[src/rtl/shift_add_mult.sv]
// Sequential shift-and-add multiplier: signed 24-bit A times unsigned 16-bit B.
// Define MULT_RADIX4_EN to retire two multiplier bits per cycle (8 cycles instead of 16).
module shift_add_mult (
    input  logic        clk_i,
    input  logic        rst_ni,
    input  logic        start_i,
    input  logic [23:0] op_a_i,
    input  logic [15:0] op_b_i,
    output logic        ready_o,
    output logic [39:0] prod_o
);

`ifdef MULT_RADIX4_EN
    localparam int unsigned STEP = 2;
    localparam logic [3:0]  LAST = 4'd7;
`else
    localparam int unsigned STEP = 1;
    localparam logic [3:0]  LAST = 4'd15;
`endif

    typedef enum logic {
        S_IDLE,
        S_CALC
    } state_t;

    state_t      r_state;
    logic [39:0] r_a;
    logic [39:0] r_acc;
    logic [39:0] r_prod;
    logic [15:0] r_b;
    logic [3:0]  r_cnt;
    logic        r_ready;

    logic [39:0] w_a_ext;
    logic [39:0] w_addend;
    logic [39:0] w_acc_nxt;

    assign w_a_ext = {{16{op_a_i[23]}}, op_a_i};

`ifdef MULT_RADIX4_EN
    // 3A is kept in its own shifted register so each step is a single add
    logic [39:0] r_a3;

    always_comb begin
        w_addend = '0;
        unique case (r_b[1:0])
            2'd0:    w_addend = '0;
            2'd1:    w_addend = r_a;
            2'd2:    w_addend = {r_a[38:0], 1'b0};
            default: w_addend = r_a3;
        endcase
    end
`else
    assign w_addend = r_b[0] ? r_a : '0;
`endif

    assign w_acc_nxt = r_acc + w_addend;

    always_ff @(posedge clk_i or negedge rst_ni) begin
        if (!rst_ni) begin
            r_state <= S_IDLE;
            r_a     <= '0;
            r_b     <= '0;
            r_acc   <= '0;
            r_cnt   <= '0;
            r_prod  <= '0;
            r_ready <= 1'b1;
`ifdef MULT_RADIX4_EN
            r_a3    <= '0;
`endif
        end else begin
            unique case (r_state)
                S_IDLE: begin
                    if (start_i) begin
                        r_a     <= w_a_ext;
                        r_b     <= op_b_i;
                        r_acc   <= '0;
                        r_cnt   <= '0;
                        r_ready <= 1'b0;
                        r_state <= S_CALC;
`ifdef MULT_RADIX4_EN
                        r_a3    <= w_a_ext + {w_a_ext[38:0], 1'b0};
`endif
                    end
                end
                S_CALC: begin
                    r_acc <= w_acc_nxt;
                    r_a   <= r_a << STEP;
                    r_b   <= r_b >> STEP;
                    r_cnt <= r_cnt + 4'd1;
`ifdef MULT_RADIX4_EN
                    r_a3  <= r_a3 << STEP;
`endif
                    if (r_cnt == LAST) begin
                        r_prod  <= w_acc_nxt;
                        r_ready <= 1'b1;
                        r_state <= S_IDLE;
                    end
                end
                default: begin
                    r_ready <= 1'b1;
                    r_state <= S_IDLE;
                end
            endcase
        end
    end

    assign ready_o = r_ready;
    assign prod_o  = r_prod;

endmodule

[config.mk]
export PLATFORM = sky130hd
export DESIGN_NAME = shift_add_mult
export DESIGN_NICKNAME = d
export VERILOG_FILES = /design/src/rtl/shift_add_mult.sv
export SDC_FILE = /design/constraint.sdc
export NUM_CORES = 1
export LEC_CHECK = 0
export CAP_MARGIN = 20
export CORE_AREA = 5 5 194 196
export DETAILED_ROUTE_END_ITERATION = 6
export DIE_AREA = 0 0 199 201
export PLACE_DENSITY = 0.43
export SLEW_MARGIN = 10
export SYNTH_ARGS = -nofsm -noshare
export SYNTH_HDL_FRONTEND = slang
export SYNTH_SLANG_ARGS = --single-unit
[constraint.sdc]
create_clock -name clk_i -period 3.3 [get_ports clk_i]
set_input_delay 0.825 -clock clk_i [delete_from_list [all_inputs] [get_ports clk_i]]
set_output_delay 0.825 -clock clk_i [all_outputs]
set_load 0.05 [all_outputs]
After elaboration in Yosys (flattened, before gate mapping)
Index checks and enable logic that the tools add are counted.
{"block": "totals", "register_bits": 142, "wordCells": 30, "input_bits": 43}
{"block": "op_classes", "n_reduce_logical": 2, "add_sub_neg": 2, "muxes": 15, "eq_ne": 3, "n_bitwise": 1}
{"op": "$pmux W40 S2", "count": 2}
{"op": "$mux W40", "count": 3}
{"op": "$add A40 B40 Y40", "count": 1}
{"op": "$pmux W16 S2", "count": 1}
{"op": "$mux W16", "count": 1}
{"op": "$pmux W4 S2", "count": 1}
{"op": "$add A4 B1 Y4 const B", "count": 1}
{"op": "$eq A4 B4 Y1 const B", "count": 1}
{"op": "$mux W1", "count": 4}
{"op": "$mux W4", "count": 1}
{"op": "$pmux W1 S2", "count": 2}
{"op": "$reduce_and A2 Y1", "count": 2}
{"op": "$ne A2 B1 Y1 const B", "count": 1}
{"op": "$ne A2 B2 Y1 const B", "count": 1}
{"op": "$not A1 Y1", "count": 1}

Logic depth before layout (Yosys ltp)
Gate-level depths: netlist of run 1.
{"block": "depth", "word_depth": 3, "mapped_depth": 13, "depth_no_buf": 12}

Worst setup path after synthesis of run 1
Ideal clock, no wire load.
{"block": "synth_path", "path_kind": "reg-to-reg", "start": "register r_b[0]", "end": "register r_prod[20], in the netlist prod_o[20]", "n_path_buf": 1, "period_less_slack_ns": 2.987, "slack_ns": 0.313, "required_time_ns": 3.175, "arrival_ns": 2.863, "path_stages_with_launch": 14, "cell_sequence": "dfrtp_1 -> clkbuf_1 -> and2_1 -> ha_1 -> inv_1 -> fa_1 -> nor2b_1 -> o2111ai_1 -> a21boi_0 -> a21oi_1 -> o31ai_1 -> a21oi_1 -> xnor2_1 -> mux2_2"}
{"block": "synth_via", "elab_chain_cells": 2}
{"item": "start: declaration", "line": "30", "text": "logic [15:0] r_b;"}
{"item": "start signal: assignment", "line": "76", "text": "r_b <= op_b_i;"}
{"item": "start signal: assignment", "line": "89", "text": "r_b <= r_b >> STEP;"}
{"item": "$mux W40", "line": "54", "text": "assign w_addend = r_b[0] ? r_a : '0;"}
{"item": "$add A40 B40 Y40", "line": "57", "text": "assign w_acc_nxt = r_acc + w_addend;"}
{"item": "end signal: assignment", "line": "95", "text": "r_prod <= w_acc_nxt;"}
{"item": "end: declaration", "line": "29", "text": "logic [39:0] r_prod;"}
Every way passes these cells.
A chain may end at the register's enable or synchronous reset.

Final worst setup path of run 1
{"block": "layout_path", "start": "register r_b[0]", "end": "register r_prod[28], in the netlist prod_o[28]"}
The elaborated chain is that of the path after synthesis.

==> impl_metrics.json, run 1 <==
{
  "status": "finished clean",
  "seq_area_um2": 3560,
  "rsz0062_at_grt": "yes",
  "maxCapViolations": 0,
  "crit_path_start_kind": "register",
  "cts_tree": "done",
  "ctsRootBufferMaster": "clkbuf_16",
  "overflow": 0,
  "power_density_nw_per_um2": 964.3,
  "cp_common_cell": "a21oi_1",
  "critPathCapture": "prod_o[28]",
  "path_buf_inv": 2,
  "fill_cells": 3828,
  "postRouteWirelength_mm": 23.18,
  "drt_iter0_markers": 224,
  "period_share_pct": 96.92,
  "grt_pass1_vias": 6733,
  "crit_start": "r_b[0]",
  "required_ns": 3.62,
  "synth.distinct_cells": 62,
  "placementRows": 70,
  "slowest_delay_ns": 0.47,
  "cp_max_fo": 17,
  "tightest_slew_ns": 0.6368,
  "period_needed_ns": 3.199,
  "die_area_um2": 40000,
  "chipWidth_um": 199,
  "clock_sinks": 142,
  "ios": 84,
  "htree_levels": 4,
  "syn_area_um2": 8125,
  "num_vias": 6469,
  "synth_edf_count": 0,
  "io_buffers": 83,
  "slowest_stage": "dfrtp_2",
  "viasPerCell": 4.492,
  "drv_slew": 0,
  "die_h_um": 201,
  "worst-setup-path-type": "reg -> reg",
  "p_leak_nw": 4.731,
  "cpLargestDelayFamily": "compound AO/OA/AOI/OAI gates",
  "peakVddDrop_mv": 0.3229,
  "cts_buffers": 17,
  "yosysSeqAreaShare_pct": 43.75,
  "syn_to_final_growth_pct": 29.46,
  "core_um2": 35910,
  "hold_viol_final": 0,
  "r2r_end": "prod_o[28]",
  "design_area_um2": 10520,
  "synth_flop_cell": "dfrtp_1",
  "finalSetupViolCount": 0,
  "p_total_w": 0.01014,
  "antenna_left": 0,
  "tns_ns": 0,
  "first_pass_iters": 4,
  "ys_ff_latch": 142,
  "fmax_ghz": 0.3126,
  "r2r_cells": 11,
  "grt_max_degree": 68,
  "end_kind": "register",
  "syn_area_per_cell_um2": 9.372,
  "async_flop_share_pct": 100.0,
  "cts-hold-fix-buffers": 0,
  "cts.path.max_buffers": 2,
  "reg2reg_slack_ns": 0.10,
  "critical_path.cell_chain": "buf_12 > clkbuf_16 > and2_1 > ha_1 > a21oi_1 > a21bo_2 > a21oi_1 > o211ai_1 > a21boi_0 > xnor2_1 > mux2_2",
  "synth.net_count": 951,
  "final_common_cell": "nand2_1",
  "drive_gt1_share_pct": 13.17,
  "timing.slew.headroom_pct": 57.55,
  "nets": 1043,
  "min_path_type": "in -> async",
  "drc": 0,
  "cp.depth": 11,
  "r2r_start": "r_b[0]",
  "clock_latency_ns": 0.44,
  "wl_per_cell_um": 16.09,
  "cts.reportedPaths.clkPinSlew_ns": 0.07,
  "num_antenna_cells": 0,
  "grt_use_total_pct": 11.82,
  "synth_warnings": 0,
  "grt_pass1_wl_mm": 37.82,
  "start_util_pct": 22.63,
  "dpl.hpwl_mm": 16.63,
  "gp_congestion": 0.8187,
  "synthCells": 867,
  "antenna_found_initial": 0,
  "arrival_ns": 3.52,
  "final_cell_mix": "nand2_1, dfrtp_1, clkdlybuf4s50_1",
  "fin_skew_ns": 0.01409,
  "multi_input_area_um2": 4466,
  "placed_cell_area_um2": 9658,
  "final_core_util_pct": 29.29
}
how the worst min path moves through the flow:
stage / start / to / slack [ns] / cells after the start
after global placement: prod_o[22] / prod_o[22] / 0.46 / 2
after CTS: rst_ni / prod_o[39] / 0.35 / 1
after detailed placement: prod_o[7] / prod_o[7] / 0.47 / 2
final: rst_ni / prod_o[39] / 0.34 / 1
after global routing: rst_ni / prod_o[36] / 0.37 / 1
after floorplan: r_b[1] / r_b[0] / 0.45 / 2
synth_stat cells (3+ instances only):
library cell  count  area, um^2
nand2_1         155       581.8
xor2_1           14       122.6
o211ai_1          5       37.54
nor2_1           26       97.59
a21boi_0          4       30.03
and3_1            7       43.79
nor2b_1           4       25.02
nand4_1           6       37.54
dfrtp_1         141        3528
buf_1             5       18.77
ha_1             40       500.5
o21ai_0          80       400.4
xnor2_1          21       183.9
clkbuf_1         41       153.9
o31ai_1           5       37.54
a22o_1           35       306.5
inv_1            15       56.30
a21oi_1          65       325.3
a21o_1            9       67.56
nand3_1          17       85.08
or3_1             6       37.54
nor3_1            6       30.03
a31oi_1           7       43.79
o22ai_1           3       18.77
and2_1           42       262.8
mux2i_1          41       410.4
mux2_2           16       180.2
o21bai_1          8       60.06
state kept, by name, summed over array words and instances (netlist names):
name	count
prod_o	40
r_a	40
r_acc	40
r_b	16
r_cnt	4
r_state	1
ready_o	1
report_power, final:
part	switching [W]	internal [W]
Clock	0.000837	0.00136
Combinational	0.00285	0.00197
Sequential	0.000606	0.00252
routing by layer:
metal	part of all wire, %	wire [um]	vias to the layer above	track usage (%)
met2	44	10300	82	18.01
li1	-	-	3268	-
met3	3.7	863	17	2.937
met1	51	11750	3102	16.84
met5	0	0	-	0
met4	1.1	256	0	2.882
through the flow:
step	std cells	setup slack, ns	hold WS [ns]
final	1440	0.1015	0.3400
after global routing	1440	-0.04387	0.3713
after CTS	1435	0.004015	0.3502
after detailed placement	1403	-0.06133	0.4662
after global placement	1403	-0.01961	0.4614
after floorplan	867	0.3126	0.4523
what timing repair did:
item                                    CTS  global route
setup buffers                             0             4
gates resized for setup                   1            26
endpoints found under the setup margin    4            31
pin swaps                                 1             4
endpoints found under the hold margin     0             0
cloned                                    0             1
cell type report:
| class | instances | area share (%) |
|---|---|---|
| Clock inverter | 15 | 2.260 |
| Clock buffer | 17 | 4.044 |
| Tap cell | 468 | 5.567 |
| Timing Repair Buffer | 120 | 11.26 |
| Multi-Input combinational cell | 662 | 42.45 |
| Inverter | 16 | 0.5710 |
| Sequential cell | 142 | 33.84 |
kinds of logic after synthesis:
family          count (synthesis)  share of synthesized area, %
simple gates                  283                         16.46
mux                            57                         7.268
xor+xnor                       35                         3.773
buf+inv                        63                         2.926
flops                         142                         43.75
fa+ha+maj                      41                         6.406
compound gates                246                         19.42
Note: power is estimated with default switching activity, not from simulation.
==> inputs of run 2 (changes only) <==
CORE_AREA = 2 2 191 193   (was 5 5 194 196)
DIE_AREA = 0 0 193 195   (was 0 0 199 201)
GPL_TIMING_DRIVEN = 0   (was unset)
==> run 2 against run 1 <==
  * Clock skew up 0.0028 ns
  * Largest power group unchanged
  * Combinational power up 3%
  * Largest cell class unchanged
  * Global-route usage up 2.0 points
  * Critical path depth unchanged
  * Fmax up 0.26%
  * Sequential power down 2%
  * Sequential cell count unchanged
==> impl_metrics.json, run 2 (synthesis results as in run 1) <==
{
  "required_ns": 3.63,
  "period_share_pct": 96.68,
  "cts_tree": "done",
  "end_kind": "register",
  "clock_latency_ns": 0.45,
  "hold_viol_final": 0,
  "placementRows": 69,
  "dpl.hpwl_mm": 18.06,
  "htree_levels": 4,
  "antenna_left": 0,
  "chipWidth_um": 193,
  "fin_skew_ns": 0.01689,
  "tightest_slew_ns": 0.9946,
  "ctsRootBufferMaster": "clkbuf_16",
  "worst-setup-path-type": "reg -> reg",
  "final_cell_mix": "nand2_1, dfrtp_1, clkdlybuf4s50_1",
  "num_antenna_cells": 0,
  "instances_no_fill": 1455,
  "fill_cells": 3760,
  "grt_use_total_pct": 13.77,
  "final_common_cell": "nand2_1",
  "gp_congestion": 0.7956,
  "syn_to_final_growth_pct": 29.20,
  "period_needed_ns": 3.190,
  "start_util_pct": 22.96,
  "clock_sinks": 142,
  "antenna_found_initial": 1,
  "final_core_util_pct": 29.66,
  "core_um2": 35400,
  "overflow": 0,
  "cts.path.max_buffers": 2,
  "design_area_um2": 10500,
  "grt_pass1_wl_mm": 39.96,
  "p_leak_nw": 4.638,
  "cts_buffers": 17,
  "cp_max_fo": 10,
  "nets": 1065,
  "maxCapViolations": 0,
  "ios": 84,
  "grt_max_degree": 88,
  "fmax_ghz": 0.3134,
  "num_vias": 6747,
  "wl_per_cell_um": 17.16,
  "status": "finished clean",
  "die_h_um": 195,
  "min_path_type": "in -> async",
  "die_area_um2": 37640,
  "drt_iter0_markers": 344,
  "multi_input_area_um2": 4579,
  "postRouteWirelength_mm": 24.96,
  "cts-hold-fix-buffers": 0,
  "drv_slew": 0,
  "viasPerCell": 4.637,
  "drive_gt1_share_pct": 12.98,
  "peakVddDrop_mv": 0.2771,
  "power_density_nw_per_um2": 950.5,
  "grt_pass1_vias": 6948,
  "hold_ws_ns": 0.2895,
  "io_buffers": 82,
  "seq_area_um2": 3556,
  "crit_path_start_kind": "register",
  "timing.slew.headroom_pct": 33.69,
  "arrival_ns": 3.52,
  "first_pass_iters": 5,
  "placed_cell_area_um2": 9555,
  "finalSetupViolCount": 0,
  "drc": 0,
  "post-place-cells": 1411,
  "rsz0062_at_grt": "yes",
  "cts.reportedPaths.clkPinSlew_ns": 0.08
}
==> run 2: changes by cell type in the layout (fill, tap and decap cells not counted), moves of 5 or more <==
cell      previous run  this run
a21oi_1             60        55
ha_1                32        24
inv_6                1         7
buf_12               5         0
clkbuf_1             0        36
ha_2                 3        10
buf_4               31        14
buf_1                0         5
==> run 2: final timing paths <==
check	end	cells past startpoint	slack, ns	from
max in group asynchronous	ready_o	2	2.18	rst_ni
worst min-delay path	r_a[10]	1	0.29	rst_ni
min in group clk_i	prod_o[16]	2	0.47	prod_o[16]
worst max-delay path	prod_o[33]	11	0.11	r_b[0]
worst min register to register	prod_o[16]	2	0.47	prod_o[16]
worst max register to register	prod_o[33]	11	0.11	r_b[0]
==> run 2: power breakdown <==
| part | switching (W) | internal (W) |
|---|---|---|
| clock | 0.000889 | 0.00106 |
| sequential | 0.000546 | 0.00252 |
| combinational | 0.00303 | 0.00194 |
| total | 0.00446 | 0.00551 |
==> run 2: layer usage <==
layer	vias to the layer above	GRT usage [%]	wire (um)
li1	3325	-	-
met1	3293	19.23	12360
met2	104	21.45	11450
met3	23	2.804	824
met4	2	3.928	315
met5	-	0	13
==> run 2: what timing repair did <==
item | in CTS | in global routing
pin swaps | 10 | 7
endpoints found under the setup margin | 46 | 34
resized for setup | 35 | 34
buffers inserted | 9 | 4
==> run 2: critical path: stages, from the launching register on <==
cell and delay [ns]:
dfrtp_2 0.49, buf_4 0.20, and2_1 0.14, ha_2 0.30, and4_4 0.21, and3_4 0.19, a2111oi_4 0.44, nor4_4 0.12
o31ai_4 0.25, nand2_1 0.09, or3_1 0.36, a31o_2 0.27
==> run 2: area by class of cell <==
cell class	count	area share, %
clock buffer	17	4.052
timing repair buffer	96	9.058
buffer	46	1.895
multi-input combinational	662	43.62
inverter	16	0.5721
sequential	142	33.87
tap	461	5.495
clock inverter	15	1.430
==> run 2: stage by stage <==
| stage | setup WS, ns | setup TNS (ns) | power [W] |
|---|---|---|---|
| floorplan | 0.3126 | 0 | 0.006293 |
| global placement | -4.945 | -711.16 | 0.007793 |
| detailed placement | -0.7646 | -15.17 | 0.007821 |
| CTS | 0.006203 | 0 | 0.009954 |
| global route | -0.02388 | -0.09061 | 0.01076 |
| finish | 0.1096 | 0 | 0.009978 |
